--- src/rtl/multicycle_control_pkg.sv ---
// ============================================================================
// multicycle_control_pkg
// State and instruction-class encodings shared by the multicycle controller.
// Revision: 1.0
// ============================================================================
`default_nettype none

package multicycle_control_pkg;

    typedef enum logic [2:0] {
        ST_FETCH  = 3'd0,
        ST_DECODE = 3'd1,
        ST_EXEC   = 3'd2,
        ST_MEM    = 3'd3,
        ST_WB     = 3'd4,
        ST_HALT   = 3'd5
    } state_e;

    typedef enum logic [2:0] {
        CL_RTYPE   = 3'd0,
        CL_LOAD    = 3'd1,
        CL_STORE   = 3'd2,
        CL_CBZ     = 3'd3,
        CL_CBNZ    = 3'd4,
        CL_B       = 3'd5,
        CL_ILLEGAL = 3'd6
    } opclass_e;

    localparam logic [1:0] ALU_OP_MEM    = 2'b00;
    localparam logic [1:0] ALU_OP_BRANCH = 2'b01;
    localparam logic [1:0] ALU_OP_RTYPE  = 2'b10;

endpackage

`default_nettype wire

--- src/rtl/opclass_decode.sv ---
// ============================================================================
// opclass_decode
// Maps the 11-bit LEGv8 opcode field onto an instruction class.
// Revision: 1.0
// ============================================================================
`default_nettype none

module opclass_decode
    import multicycle_control_pkg::*;
(
    input  logic [10:0] opcode_i,
    output opclass_e    opclass_o
);

    always_comb begin
        opclass_o = CL_ILLEGAL;
        casez (opcode_i)
            11'b10001011000,
            11'b11001011000,
            11'b10001010000,
            11'b10101010000: opclass_o = CL_RTYPE;
            11'b11111000010,
            11'b00111000010,
            11'b01111000010,
            11'b10111000100: opclass_o = CL_LOAD;
            11'b11111000000: opclass_o = CL_STORE;
            11'b10110100???: opclass_o = CL_CBZ;
            11'b10110101???: opclass_o = CL_CBNZ;
            11'b000101?????: opclass_o = CL_B;
            default:         opclass_o = CL_ILLEGAL;
        endcase
    end

endmodule

`default_nettype wire

--- src/rtl/multicycle_control.sv ---
// ============================================================================
// multicycle_control
// Sequencing FSM for the multicycle LEGv8 datapath with retire counter.
// Revision: 1.0
// ============================================================================
`default_nettype none

module multicycle_control
    import multicycle_control_pkg::*;
#(
    parameter int COUNT_WIDTH = 32
) (
    input  logic                   clk,
    input  logic                   reset,
    input  logic [10:0]            opcode,
    input  logic                   zero,
    input  logic                   imem_ready,
    input  logic                   dmem_ready,
    output logic                   imem_read,
    output logic                   ir_write,
    output logic                   pc_write,
    output logic                   pc_src,
    output logic                   dmem_read,
    output logic                   dmem_write,
    output logic                   readreg2_control,
    output logic                   mem_to_reg,
    output logic                   reg_write,
    output logic                   alu_src,
    output logic [1:0]             alu_op,
    output logic [2:0]             state,
    output logic                   halted,
    output logic [COUNT_WIDTH-1:0] retired
);

    state_e                 state_q, state_d;
    opclass_e               class_q, class_d;
    opclass_e               dec_class;
    logic [COUNT_WIDTH-1:0] retired_q, retired_d;
    logic                   retire;

    opclass_decode u_opclass_decode (
        .opcode_i  (opcode),
        .opclass_o (dec_class)
    );

    always_ff @(posedge clk or posedge reset) begin
        if (reset) begin
            state_q   <= ST_FETCH;
            class_q   <= CL_ILLEGAL;
            retired_q <= '0;
        end else begin
            state_q   <= state_d;
            class_q   <= class_d;
            retired_q <= retired_d;
        end
    end

    always_comb begin
        state_d          = state_q;
        class_d          = class_q;
        retire           = 1'b0;
        imem_read        = 1'b0;
        ir_write         = 1'b0;
        pc_write         = 1'b0;
        pc_src           = 1'b0;
        dmem_read        = 1'b0;
        dmem_write       = 1'b0;
        readreg2_control = 1'b0;
        mem_to_reg       = 1'b0;
        reg_write        = 1'b0;
        alu_src          = 1'b0;
        alu_op           = ALU_OP_MEM;
        halted           = 1'b0;

        // Reset is asynchronous, so every request must drop the moment it rises.
        if (!reset) begin
            case (state_q)
                ST_FETCH: begin
                    imem_read = 1'b1;
                    if (imem_ready) begin
                        ir_write = 1'b1;
                        pc_write = 1'b1;
                        state_d  = ST_DECODE;
                    end
                end
                ST_DECODE: begin
                    class_d          = dec_class;
                    readreg2_control = (dec_class == CL_STORE) || (dec_class == CL_CBZ) ||
                                       (dec_class == CL_CBNZ);
                    state_d          = (dec_class == CL_ILLEGAL) ? ST_HALT : ST_EXEC;
                end
                ST_EXEC: begin
                    case (class_q)
                        CL_RTYPE: begin
                            alu_op  = ALU_OP_RTYPE;
                            state_d = ST_WB;
                        end
                        CL_LOAD, CL_STORE: begin
                            alu_op  = ALU_OP_MEM;
                            alu_src = 1'b1;
                            state_d = ST_MEM;
                        end
                        CL_CBZ, CL_CBNZ, CL_B: begin
                            alu_op   = ALU_OP_BRANCH;
                            pc_src   = 1'b1;
                            pc_write = (class_q == CL_B) ||
                                       ((class_q == CL_CBZ) && zero) ||
                                       ((class_q == CL_CBNZ) && !zero);
                            retire   = 1'b1;
                            state_d  = ST_FETCH;
                        end
                        default: state_d = ST_HALT;
                    endcase
                end
                ST_MEM: begin
                    if (class_q == CL_LOAD) begin
                        dmem_read = 1'b1;
                    end else begin
                        dmem_write       = 1'b1;
                        readreg2_control = 1'b1;
                    end
                    if (dmem_ready) begin
                        if (class_q == CL_LOAD) begin
                            state_d = ST_WB;
                        end else begin
                            retire  = 1'b1;
                            state_d = ST_FETCH;
                        end
                    end
                end
                ST_WB: begin
                    reg_write  = 1'b1;
                    mem_to_reg = (class_q == CL_LOAD);
                    retire     = 1'b1;
                    state_d    = ST_FETCH;
                end
                ST_HALT: begin
                    halted = 1'b1;
                end
                default: state_d = ST_FETCH;
            endcase
        end

        retired_d = retire ? retired_q + COUNT_WIDTH'(1) : retired_q;
    end

    assign state   = state_q;
    assign retired = retired_q;

endmodule

`default_nettype wire
--- config.mk ---
export PLATFORM = sky130hd
export DESIGN_NAME = multicycle_control
export DESIGN_NICKNAME = d
export VERILOG_FILES = /design/src/rtl/multicycle_control_pkg.sv /design/src/rtl/opclass_decode.sv /design/src/rtl/multicycle_control.sv
export SDC_FILE = /design/constraint.sdc
export NUM_CORES = 1
export LEC_CHECK = 0
export BUFFER_PORTS_ARGS = -buffer_cell sky130_fd_sc_hd__buf_2
export CORE_MARGIN = 2
export CORE_UTILIZATION = 45
export DETAILED_ROUTE_END_ITERATION = 10
export GPL_TIMING_DRIVEN = 0
export HOLD_SLACK_MARGIN = 0.06
export PLACE_DENSITY_LB_ADDON = 0.05
export SLEW_MARGIN = 20
export SYNTH_ARGS = -nofsm -noshare
export SYNTH_HDL_FRONTEND = slang
export SYNTH_HIERARCHICAL = 1
export SYNTH_SLANG_ARGS = --single-unit
--- constraint.sdc ---
create_clock -name clk -period 2.3 [get_ports clk]
set_clock_uncertainty 0.2 [all_clocks]
set_input_delay 0.115 -clock clk [delete_from_list [all_inputs] [get_ports clk]]
set_output_delay 0.115 -clock clk [all_outputs]
set_load 0.01 [all_outputs]
== After elaboration in Yosys (flattened, before gate mapping) ==
Index checks and enable logic that the tools add are counted.
Widths: inputs -> output; s select.

* Word-level logic and storage cells: 90
* Bits of input ports: 16
* Register bits: 38

* Reductions and logical operators: 15
* Eq/ne operators: 28
* Mux-type cells: 41
* $add $sub $neg: 1
* Bitwise operators: 2

{| class="wikitable"
|+ Operator list
! cell !! count
|-
| $eq 11x11->1 const B || 7
|-
| $add 32x1->32 const B || 1
|-
| $mux 1 || 28
|-
| $eq 3x2->1 const B || 6
|-
| $eq 3x3->1 const B || 6
|-
| $pmux 3 s6 || 1
|-
| $eq 8x8->1 const B || 2
|-
| $pmux 3 s5 || 1
|-
| $mux 3 || 4
|-
| $eq 11x10->1 const B || 1
|-
| $eq 11x9->1 const B || 1
|-
| $pmux 3 s3 || 1
|-
| $reduce_or 4->1 || 2
|-
| $eq 3x1->1 const B || 2
|-
| $eq 6x3->1 const B || 1
|-
| $logic_not 3->1 || 2
|-
| $logic_or 1x1->1 || 4
|-
| $mux 2 || 2
|-
| $ne 2x2->1 const B || 2
|-
| $pmux 1 s2 || 2
|-
| $pmux 2 s2 || 1
|-
| $reduce_and 4->1 || 1
|-
| $pmux 1 s3 || 1
|-
| $reduce_or 3->1 || 1
|-
| 5 further kinds || 7
|}

== Depth between registers and ports, before layout ==
Gate-level depths: netlist of run 1.

* Depth in word-level cells: 8
* Depth in mapped cells: 9
* Depth with buffers taken out: 9

== Cells and area by module ==
Netlist of run 1, hierarchy kept.

{| class="wikitable"
|+ By module, submodules not included
! module !! sequential area each (um^2) !! times used !! area each (um^2) !! cells an instance
|-
| multicycle_control || 953.4 || 1 || 2,053.2 || 197
|-
| opclass_decode || 0.0 || 1 || 190.2 || 24
|}

== Worst setup path before layout of run 1 ==
No wires, ideal clock.

* Path kind: reg-to-reg
* Start: reg state_q[1], in the netlist state[1]
* End: reg retired_q[13], in the netlist retired[13]
* Stages on the path, launching flop included: 7
* Data required time: 1,974 ps
* Path slack: 2 ps
* Clock period less this slack: 2,298 ps
* Setup time: 126 ps
* Arrival time: 1,972 ps
* Cells stage by stage: dfrtp_1 -> buf_6 -> nor4b_1 -> o311a_4 -> buf_6 -> nand3_1 -> xnor2_1

* Cells in the longest elaborated chain, start to end: 3

{| class="wikitable"
|+ Ends and longest elaborated chain
! what !! RTL line !! source
|-
| from (decl) || multicycle_control.sv:35 || <nowiki>state_e state_q, state_d;</nowiki>
|-
| from (signal assigned) || multicycle_control.sv:52 || <nowiki>state_q <= state_d;</nowiki>
|-
| $eq 3x3->1 or $eq 3x2->1 (tied branches) || multicycle_control.sv:77 || <nowiki>case (state_q)</nowiki>
|-
| $pmux 1 s3 * || multicycle_control.sv:77 ||
|-
| $mux 1 * || multicycle_control.sv:76 || <nowiki>if (!reset) begin</nowiki>
|-
| to (signal assigned) || multicycle_control.sv:54 || <nowiki>retired_q <= retired_d;</nowiki>
|-
| to (decl) || multicycle_control.sv:38 || <nowiki>logic [COUNT_WIDTH-1:0] retired_q, retired_d;</nowiki>
|}

Mark *: on every way between the ends. The rest lies on a longest branch, timed or not.
A chain may end at the register's enable or synchronous reset.

== Worst setup path after layout of run 1 ==
* Start: reg retired_q[2], in the netlist retired[2]
* End: reg retired_q[28], in the netlist retired[28]

* Cells in the longest elaborated chain, start to end: 1

{| class="wikitable"
|+ Ends and longest elaborated chain
! what !! RTL line !! source
|-
| $add 32x1->32 || multicycle_control.sv:144 || <nowiki>retired_d = retire ? retired_q + COUNT_WIDTH'(1) : retired_q;</nowiki>
|}

Every way passes these cells.

==> summary.txt, run 1 <==
clock-pin slew on the worst setup and hold paths: 80 ps
Simple-Gate Fraction of Synth Area: 0.2934
peak supply drop: 0.3943 mV
Final Hold Fails: 0
RR Startpoint: retired[2]$_DFFE_PP0P_
Worst EP required: 2280 ps
Die X-Extent: 74.61 um
unrepaired setup endpoints after global routing: yes
Post-Syn Instances: 221
die footprint: 5566 um2
Yosys reg bits: 38
Slew @ Worst Pin: 702.9 ps
Critical Path Start: retired[2]$_DFFE_PP0P_
Ports: 64
kind of critical path: reg2reg
Seq/Total Area, Yosys: 0.4250
Final min period: 2197 ps
initial antenna violation count: 0
Synth Area in XOR/XNOR: 0.1288
mux contribution to synthesized area: 0.03960
wire per inst: 13.77 um
Area growth syn-to-layout: 27.89%
CTS Buf Count: 5
count of input and output buffers: 63
global router's overall resource usage: 0.1862
CP max FO: 9
largest family of logic cells by synthesized area: simple AND/OR/NAND/NOR gates
Post-synth ARST share: 1.000
Final GP Congestion: 0.7431
DR iter-0 viols: 38
Worst setup EP type: flip-flop
ANT cells: 0
first-pass GRT wire length: 7866 um
Startpoint Class: flip-flop
flop2flop setup slack: 100 ps
total gr overflow: 0
Slew Viols, Final: 0
WHS Path Cells: 5
CTS tree: built
Core Region: 4755 um2
post-synthesis adder-cell area fraction: 0.005577
Leak: 1.349 nW
complex-gate fraction of the synthesized area: 0.07306
DR vias: 1921
final setup TNS: 0 ps
Reg2Reg Depth: 6
hold endpoint: retired[0]$_DFFE_PP0P_
layout net count: 315
Cell variety after synth: 50
Post-DP HPWL: 3587 um
drt pass-1 iters: 4
FP Rows: 25
Power, Total: 1.796 mW
period utilization: 0.9553
r2r endpoint: retired[28]$_DFFE_PP0P_
synth warn: 6
worst slack, placed: -139.7 ps
layout cells sized above 1: 0.3846
vias in the first global route: 1699
clock latency on the worst-skew pair: 300 ps
Initial Util: 0.4718
most frequent cells after synthesis: dfrtp_1, xnor2_1, nand2_1, nand3_1, nor2_1
top-count cell post-synth: dfrtp_1
P per Cell Area: 625.8 nW/um2
CTS Sinks: 38
final setup margin: 102.9 ps
fill cell count: 442
CTS root buf: clkbuf_8
arrival time of the worst setup path: 2180 ps
Highest Clock Rate: 455.2 MHz
Hold Path Class: in2reg
status: completed
Avg Inst Size Synth: 10.15 um2
max_cap viols: 0
post-synthesis instance area: 2243 um2
Clock Path Buffers: 2
Die Y: 74.61 um
Slew HR: 0.5270
Post-synth EDFFs: 0
Primary FF master, synth: dfrtp_1
largest cells by area after synthesis: dfrtp_1, xnor2_1, mux2_2, nand3_1, nand2_1
vias per cell: 5.249
Synthesized Nets: 238
largest net degree at the start of global routing: 31
htree depth: 2
HP Start: dmem_ready
# setup viols final: 0
DRT Wirelength: 5039 um
Synth top area share: 0.4016
DRT antenna net count: 0
post-synth top area cell: dfrtp_1
DRC Markers: 0
## metal layers
| metal | track usage | part of all wire |
|---|---|---|
| met5 | 0 | 0 |
| met4 | 0.05952 | 0.013 |
| met3 | 0.04065 | 0.050 |
| met2 | 0.3019 | 0.47 |
| met1 | 0.2498 | 0.46 |
## cells in the final DEF (no fill, tap or decap), types with 2 or more instances in the layout
cell / instances
dfrtp_1: 33
nor2b_1: 4
dfrtp_2: 3
nor2_1: 15
dfstp_2: 2
and4bb_1: 3
nor4_1: 4
buf_4: 7
buf_2: 65
and2_1: 2
clkbuf_8: 6
inv_1: 3
mux2_2: 7
nand3_1: 15
nand2b_1: 4
nand3b_1: 4
o21ai_0: 5
a21oi_1: 4
a211oi_1: 2
nor3_4: 2
nand4b_1: 4
xnor2_1: 28
nor3_1: 4
clkbuf_1: 2
nor3b_2: 2
xor2_1: 5
o21ai_1: 2
nand4_1: 9
nand2_1: 15
buf_6: 3
and3_1: 6
and4_1: 2
## state kept, by name, indices dropped and copies added, names as in the netlist
name	cells
retired	32
state	3
class_q	3
## report_power, final
part | switching [mW] | internal [mW]
Combinational | 0.259 | 0.247
Clock | 0.250 | 0.241
Sequential | 0.0723 | 0.727
Total | 0.581 | 1.21
## critical path, stage by stage, from the launching register on
cell,delay [ps]
dfrtp_2,420
nand4_1,210
or4_4,620
nor3_4,180
buf_4,180
nand4_1,120
xnor2_1,140
## final cells by class
type                            instances  area [um2]  area share
Sequential cell                        38       957.2      0.3336
Clock inverter                          2       12.51    0.004361
Tap cell                               67       83.83     0.02922
Multi-Input combinational cell        169        1264      0.4405
Buffer                                  8       56.30     0.01962
Clock buffer                            6       82.58     0.02878
Timing Repair Buffer                   72       397.9      0.1387
Inverter                                4       15.01    0.005233
## through the flow
| step | std cells | utilization | hold WS, ps | area, um2 |
|---|---|---|---|---|
| after floorplan | 221 | - | 174.4 | 2243 |
| after global placement | 351 | 0.5558 | 260.5 | 2643 |
| after detailed placement | 352 | 0.5600 | 48.88 | 2663 |
| after CTS | 360 | 0.5871 | 203.4 | 2791 |
| after global routing | 366 | 0.6034 | 229.1 | 2869 |
| final | 366 | 0.6034 | 201.0 | 2869 |
## repair_timing
action	4_1_cts	5_1_grt
cloned	0	0
gates resized for setup	5	9
hold buffers	1	0
setup endpoints to repair	26	24
pin swaps	0	5
buffers inserted	0	7
hold endpoints to repair	36	0
## worst max path at each step
stage | to | depth (start not counted)
final | retired[28]$_DFFE_PP0P_ | 6
after global routing | readreg2_control | 5
after CTS | readreg2_control | 4
after detailed placement | retired[13]$_DFFE_PP0P_ | 7
after global placement | retired[27]$_DFFE_PP0P_ | 7
after floorplan | retired[13]$_DFFE_PP0P_ | 6
## logic make-up (layout without fill, tap and decap cells)
kind of cell,count (synthesis),after routing
fa+ha+maj,1,1
compound gates,22,22
mux,8,8
xor+xnor,33,33
simple gates,105,105
buf+inv,14,92
flops,38,38
Power figures use the tool's default switching activity.
==> inputs of run 2 (changes only) <==
- SYNTH_HIERARCHICAL: 1 -> not set
==> run 2 against run 1 <==
Effect of this change: global-route usage is 0.56 points higher; design area is 5.1% higher; via count is 7.9% higher; utilization is 0.54 points lower; final cell count is 6.6% higher; sequential cell count stayed put; clock power is 3% lower.
==> summary.txt, run 2 <==
status: completed (unchanged)
Largest register FFs: 32 (unchanged)
Post-synth EDFFs: 0 (unchanged)
period utilization: 0.9763 (was 0.9553)
vias in the first global route: 1954 (was 1699)
Area growth syn-to-layout: 29.15% (was 27.89%)
htree depth: 2 (unchanged)
CTS Buf Count: 5 (unchanged)
Die Y: 76.03 um (was 74.61 um)
largest net degree at the start of global routing: 30 (was 31)
Initial Util: 0.4630 (was 0.4718)
post-synth top area cell: dfrtp_1 (unchanged)
Post-DP HPWL: 3879 um (was 3587 um)
Core Region: 5042 um2 (was 4755 um2)
Post-Syn Instances: 234 (was 221)
Slew @ Worst Pin: 638.7 ps (was 702.9 ps)
Avg Inst Size Synth: 9.978 um2 (was 10.15 um2)
first-pass GRT wire length: 8976 um (was 7866 um)
complex-gate fraction of the synthesized area: 0.1211 (was 0.07306)
Simple-Gate Fraction of Synth Area: 0.2980 (was 0.2934)
final setup TNS: 0 ps (unchanged)
Clock Path Buffers: 2 (unchanged)
ANT cells: 0 (unchanged)
die footprint: 5781 um2 (was 5566 um2)
Worst EP required: 2310 ps (was 2280 ps)
CP Cell Sequence: buf_6 -> or4b_4 -> inv_4 -> a41o_4 -> o211ai_4 -> nor4b_4 -> xor2_1 (was nand4_1 -> or4_4 -> nor3_4 -> buf_4 -> nand4_1 -> xnor2_1)
Primary FF master, synth: dfrtp_1 (unchanged)
slowest CP cell: or4b_4 (was or4_4)
DR vias: 2072 (was 1921)
post-synthesis adder-cell area fraction: 0.005359 (was 0.005577)
post-synthesis instance area: 2335 um2 (was 2243 um2)
count of input and output buffers: 62 (was 63)
Highest Clock Rate: 445.3 MHz (was 455.2 MHz)
vias per cell: 5.313 (was 5.249)
peak supply drop: 0.5102 mV (was 0.3943 mV)
DRC Markers: 0 (unchanged)
Startpoint Class: flip-flop (unchanged)
max_cap viols: 0 (unchanged)
drt pass-1 iters: 4 (unchanged)
CTS tree: built (unchanged)
Core Util, Final: 0.5980 (was 0.6034)
Yosys reg bits: 38 (unchanged)
global router's overall resource usage: 0.1917 (was 0.1862)
Buf/Inv on CP: 2 (was 1)
DR iter-0 viols: 71 (was 38)
Synth top area share: 0.3859 (was 0.4016)
Synth Area in XOR/XNOR: 0.1238 (was 0.1288)
fill cell count: 460 (was 442)
clock-pin slew on the worst setup and hold paths: 80 ps (about the same)
Die X-Extent: 76.03 um (was 74.61 um)
top-count cell post-synth: dfrtp_1 (unchanged)
Ports: 64 (unchanged)
clock latency on the worst-skew pair: 290 ps (was 300 ps)
Leak: 1.502 nW (was 1.349 nW)
max incr delay on CP: 560 ps (was 620 ps)
kind of critical path: reg2reg (unchanged)
Seq/Total Area, Yosys: 0.4084 (was 0.4250)
unrepaired setup endpoints after global routing: yes (unchanged)
Final Hold Fails: 0 (unchanged)
most common cell after layout, fill and taps aside: buf_2 (unchanged)
largest cells by area after synthesis: dfrtp_1, xor2_1, xnor2_1, nand2_1, nor2_1 (was dfrtp_1, xnor2_1, mux2_2, nand3_1, nand2_1)
CP top delay family: simple AND/OR/NAND/NOR gates (unchanged)
CTS Sinks: 38 (unchanged)
mux contribution to synthesized area: 0.01447 (was 0.03960)
initial antenna violation count: 0 (unchanged)
Final GP Congestion: 0.8415 (was 0.7431)
Worst setup EP type: flip-flop (unchanged)
worst slack, placed: -70.13 ps (was -139.7 ps)
Synthesized Nets: 251 (was 238)
most frequent cells after synthesis: dfrtp_1, xor2_1, nand2_1 (was dfrtp_1, xnor2_1, nand2_1, nand3_1, nor2_1)
P per Cell Area: 637.4 nW/um2 (was 625.8 nW/um2)
Slew Viols, Final: 0 (unchanged)
CTS root buf: clkbuf_8 (unchanged)
arrival time of the worst setup path: 2250 ps (was 2180 ps)
layout cells sized above 1: 0.3563 (was 0.3846)
# setup viols final: 0 (unchanged)
synth warn: 0 (was 6)
total gr overflow: 0 (unchanged)
DRT Wirelength: 5464 um (was 5039 um)
CP max FO: 5 (was 9)
layout net count: 336 (was 315)
Slew HR: 0.5731 (was 0.5270)
final setup margin: 54.57 ps (was 102.9 ps)
FP Rows: 26 (was 25)
Cell variety after synth: 57 (was 50)
wire per inst: 14.01 um (was 13.77 um)
Post-synth ARST share: 1.000 (unchanged)
most frequent cells in the layout: buf_2, dfrtp_1, xor2_1, nand2_1, nor2_1 (was buf_2, dfrtp_1, xnor2_1)
Final min period: 2245 ps (was 2197 ps)
Hold Path Class: in2reg (unchanged)
largest family of logic cells by synthesized area: simple AND/OR/NAND/NOR gates (unchanged)
DRT antenna net count: 0 (unchanged)
run 2: changes by cell type after synthesis, moves of 4 or more:
cell	previous run	this run
mux2_2	7	3
nand2_1	15	19
nor3_1	5	9
xor2_1	5	22
nand3_1	15	10
xnor2_1	28	11
run 2: worst paths after layout:
path	from	end	slack, ps	cells past startpoint
worst max-delay path	state[0]$_DFFE_PP0P_	retired[27]$_DFFE_PP0P_	50	7
worst min-delay path	opcode[5]	class_q[1]$_DFFE_PP1P_	140	4
worst max register to register	state[0]$_DFFE_PP0P_	retired[27]$_DFFE_PP0P_	50	7
worst min register to register	retired[31]$_DFFE_PP0P_	retired[31]$_DFFE_PP0P_	260	1
max in group asynchronous	reset	retired[6]$_DFFE_PP0P_	1210	4
min in group asynchronous	reset	state[0]$_DFFE_PP0P_	270	3
run 2: metrics by stage:
step / area, um2 / hold slack (ps) / total power, mW / std cells
5_1_grt: 3015 / 181.5 / 2.037 / 390
3_3_place_gp: 2733 / 251.5 / 1.375 / 366
4_1_cts: 2913 / 128.1 / 1.869 / 382
3_5_place_dp: 2753 / 18.74 / 1.386 / 367
6_report: 3015 / 139.5 / 1.922 / 390
2_1_floorplan: 2335 / 137.6 / 1.222 / 234
run 2: routing by layer:
| metal | up-vias | wire length (um) | GRT usage |
|---|---|---|---|
| met3 | 8 | 212 | 0.04384 |
| met5 | - | 0 | 0 |
| li1 | 1020 | - | - |
| met2 | 50 | 2743 | 0.3348 |
| met4 | 0 | 93 | 0.07455 |
| met1 | 994 | 2416 | 0.2302 |
run 2: timing repair:
action,in CTS,in global routing
hold buffers,5,0
hold endpoints to repair,40,0
cloned,0,1
setup buffers,2,8
gates resized for setup,0,10
pin swaps,1,7
endpoints found under the setup margin,18,25
run 2: power by group:
part	switching [mW]	total [mW]	internal [mW]
Sequential	0.0790	0.815	0.736
Clock	0.235	0.476	0.241
Combinational	0.346	0.631	0.285
Total	0.661	1.92	1.26
run 2: cell type report:
class / count / area (um2) / share of cell area
Sequential cell: 38 / 954.7 / 0.3166
Tap cell: 70 / 87.58 / 0.02905
Clock inverter: 2 / 12.51 / 0.004149
Multi-Input combinational cell: 182 / 1353 / 0.4485
Clock buffer: 6 / 82.58 / 0.02739
Timing Repair Buffer: 78 / 459.2 / 0.1523
Inverter: 7 / 28.78 / 0.009544
Buffer: 7 / 37.54 / 0.01245
run 2: logic make-up (layout without fill, tap and decap cells):
logic type | Yosys count | count (layout)
AO/OA/AOI/OAI | 31 | 32
XOR/XNOR | 33 | 33
adder cells (fa/ha/maj) | 1 | 1
buffers and inverters | 15 | 100
flip-flops | 38 | 38
multiplexers | 3 | 3
AND/OR/NAND/NOR | 113 | 113
run 2: tightest hold or removal path: cells and delay by family:
family,cells,cell delay [ps]
compound gates,1,80
simple gates,2,330
buf+inv,1,100
==> inputs of run 3 (changes only) <==
- CTS_BUF_LIST: not set -> sky130_fd_sc_hd__clkbuf_16
==> run 3 against run 2 <==
Effect of this change: non-clock buffer count is 2 lower; combinational power is 0.6% higher; design area is 0.29% higher; critical path depth stayed put; via count is 0.24% lower; clock-buffer cell count is 1 lower; sequential cell count stayed put; largest power group unchanged.
==> summary.txt, run 3 (synthesis results as in run 2) <==
Clock Path Buffers: 2 (unchanged)
HP Start: opcode[9] (was opcode[5])
max incr delay on CP: 560 ps (about the same)
Startpoint Class: flip-flop (unchanged)
Leak: 1.513 nW (was 1.502 nW)
status: completed (unchanged)
CTS Sinks: 38 (unchanged)
Die Y: 76.03 um (unchanged)
flop2flop setup slack: 60 ps (was 50 ps)
clock latency on the worst-skew pair: 280 ps (was 290 ps)
Largest register FFs: 32 (unchanged)
largest net degree at the start of global routing: 30 (unchanged)
drt pass-1 iters: 4 (unchanged)
Slew HR: 0.5051 (was 0.5731)
count of input and output buffers: 62 (unchanged)
CTS tree: built (unchanged)
Area growth syn-to-layout: 29.53% (was 29.15%)
Finished Layout Cells: 388 (was 390)
vias per cell: 5.327 (was 5.313)
htree depth: 2 (unchanged)
Final Hold Fails: 0 (unchanged)
total gr overflow: 0 (unchanged)
ANT cells: 0 (unchanged)
cell area after layout: 3024 um2 (was 3015 um2)
DR iter-0 viols: 86 (was 71)
vias in the first global route: 1933 (was 1954)
Highest Clock Rate: 446.1 MHz (was 445.3 MHz)
CP Cell Sequence: buf_6 -> or4b_4 -> inv_4 -> a41o_4 -> o211ai_4 -> nor4b_4 -> xor2_1 (unchanged)
max_cap viols: 0 (unchanged)
DRC Markers: 0 (unchanged)
Post-DP Area: 2753 um2 (unchanged)
DRT antenna net count: 0 (unchanged)
Final min period: 2242 ps (was 2245 ps)
Critical Path End: retired[27]$_DFFE_PP0P_ (unchanged)
Hold Path Class: in2reg (unchanged)
initial antenna violation count: 0 (unchanged)
CTS root buf: clkbuf_16 (was clkbuf_8)
unrepaired setup endpoints after global routing: yes (unchanged)
Slew @ Worst Pin: 735.5 ps (was 638.7 ps)
Post-DP HPWL: 3879 um (unchanged)
r2r endpoint: retired[27]$_DFFE_PP0P_ (unchanged)
Critical Path Start: state[0]$_DFFE_PP0P_ (unchanged)
most common cell after layout, fill and taps aside: buf_2 (unchanged)
global router's overall resource usage: 0.1902 (was 0.1917)
# setup viols final: 0 (unchanged)
Slew Viols, Final: 0 (unchanged)
layout net count: 334 (was 336)
Initial Util: 0.4630 (unchanged)
final hold slack: 62.30 ps (was 139.5 ps)
P per Cell Area: 694.7 nW/um2 (was 637.4 nW/um2)
CP max FO: 5 (unchanged)
Ports: 64 (unchanged)
Worst EP required: 2290 ps (was 2310 ps)
Reg2Reg Depth: 7 (unchanged)
arrival time of the worst setup path: 2230 ps (was 2250 ps)
Core Region: 5042 um2 (unchanged)
die footprint: 5781 um2 (unchanged)
DR vias: 2067 (was 2072)
Worst setup EP type: flip-flop (unchanged)
DRT Wirelength: 5399 um (was 5464 um)
peak supply drop: 0.5138 mV (was 0.5102 mV)
clock-pin slew on the worst setup and hold paths: 60 ps (was 80 ps)
layout cells sized above 1: 0.3491 (was 0.3563)
CTS Buf Count: 5 (unchanged)
period utilization: 0.9746 (was 0.9763)
Die X-Extent: 76.03 um (unchanged)
kind of critical path: reg2reg (unchanged)
placed cell count: 367 (unchanged)
most frequent cells in the layout: buf_2, dfrtp_1, xor2_1, nand2_1, nor2_1 (unchanged)
slowest CP cell: or4b_4 (unchanged)
wire per inst: 13.91 um (was 14.01 um)
Final GP Congestion: 0.8415 (unchanged)
FP Rows: 26 (unchanged)
RR Startpoint: state[0]$_DFFE_PP0P_ (unchanged)
first-pass GRT wire length: 8928 um (was 8976 um)
==> run 3: cell types whose count changed in the layout (fill, tap and decap cells not counted) <==
| cell | previous run | this run |
|---|---|---|
| dlygate4sd3_1 | 5 | 2 |
| clkinv_1 | 0 | 1 |
| nor4_1 | 4 | 6 |
| clkbuf_16 | 0 | 5 |
| nor4_2 | 5 | 3 |
| nor2_2 | 1 | 0 |
| clkbuf_8 | 6 | 0 |
| buf_4 | 9 | 10 |
| nor2_1 | 17 | 18 |
==> run 3: report_power, final <==
part / switching [mW] / internal, mW
Sequential: 0.0791 / 0.737
Combinational: 0.346 / 0.288
Clock: 0.255 / 0.395
Total: 0.680 / 1.42
==> run 3: cell type report <==
type	instances	area [um2]
inverters	7	28.78
well taps	70	87.58
clock inverters	3	16.27
repair buffers	76	436.7
flip-flops and latches	38	954.7
multi-input cells	182	1338
plain buffers	7	37.54
clock buffers	5	125.1
fillers	461	2018
==> run 3: layer usage <==
metal	vias up	part of all wire	GRT usage
met2	46	0.50	0.3348
met5	-	0	0
li1	1022	-	-
met1	990	0.44	0.2302
met3	9	0.036	0.03910
met4	0	0.017	0.07091
==> run 3: repair_timing <==
item	in CTS	in global routing
gates cloned	0	1
buffers inserted	2	9
gates resized for setup	0	7
setup endpoints to repair	15	24
endpoints found under the hold margin	39	0
pin swaps	1	8
hold buffers	2	0
==> run 3: stage by stage <==
step                      setup TNS (ps)  worst slack (ps)  power, mW  utilization
final                                  0             58.42      2.101       0.5998
after global routing              -154.8            -35.65      2.221       0.5998
after CTS                              0             31.27      2.045       0.5809
after detailed placement          -458.7            -70.13      1.386       0.5459
after global placement            -275.5            -62.97      1.375       0.5419
after floorplan                        0             105.0      1.222            -
==> run 3: critical path, delay by kind of cell, from the launching register on <==
kind / cells / cell delay, ps
buffers and inverters: 2 / 210
AND/OR/NAND/NOR: 2 / 870
AO/OA/AOI/OAI: 2 / 300
XOR/XNOR: 1 / 190
flip-flops: 1 / 380
==> run 3: how the worst min path moves through the flow <==
stage          cells past startpoint                 endpoint  slack [ps]
6_report                           4   class_q[2]$_DFFE_PP1P_          60
3_5_place_dp                       2     state[1]$_DFFE_PP0P_          20
5_1_grt                            4   class_q[2]$_DFFE_PP1P_         110
4_1_cts                            4   class_q[2]$_DFFE_PP1P_          70
2_1_floorplan                      3   class_q[2]$_DFFE_PP1P_         140
3_3_place_gp                       1  retired[31]$_DFFE_PP0P_         250
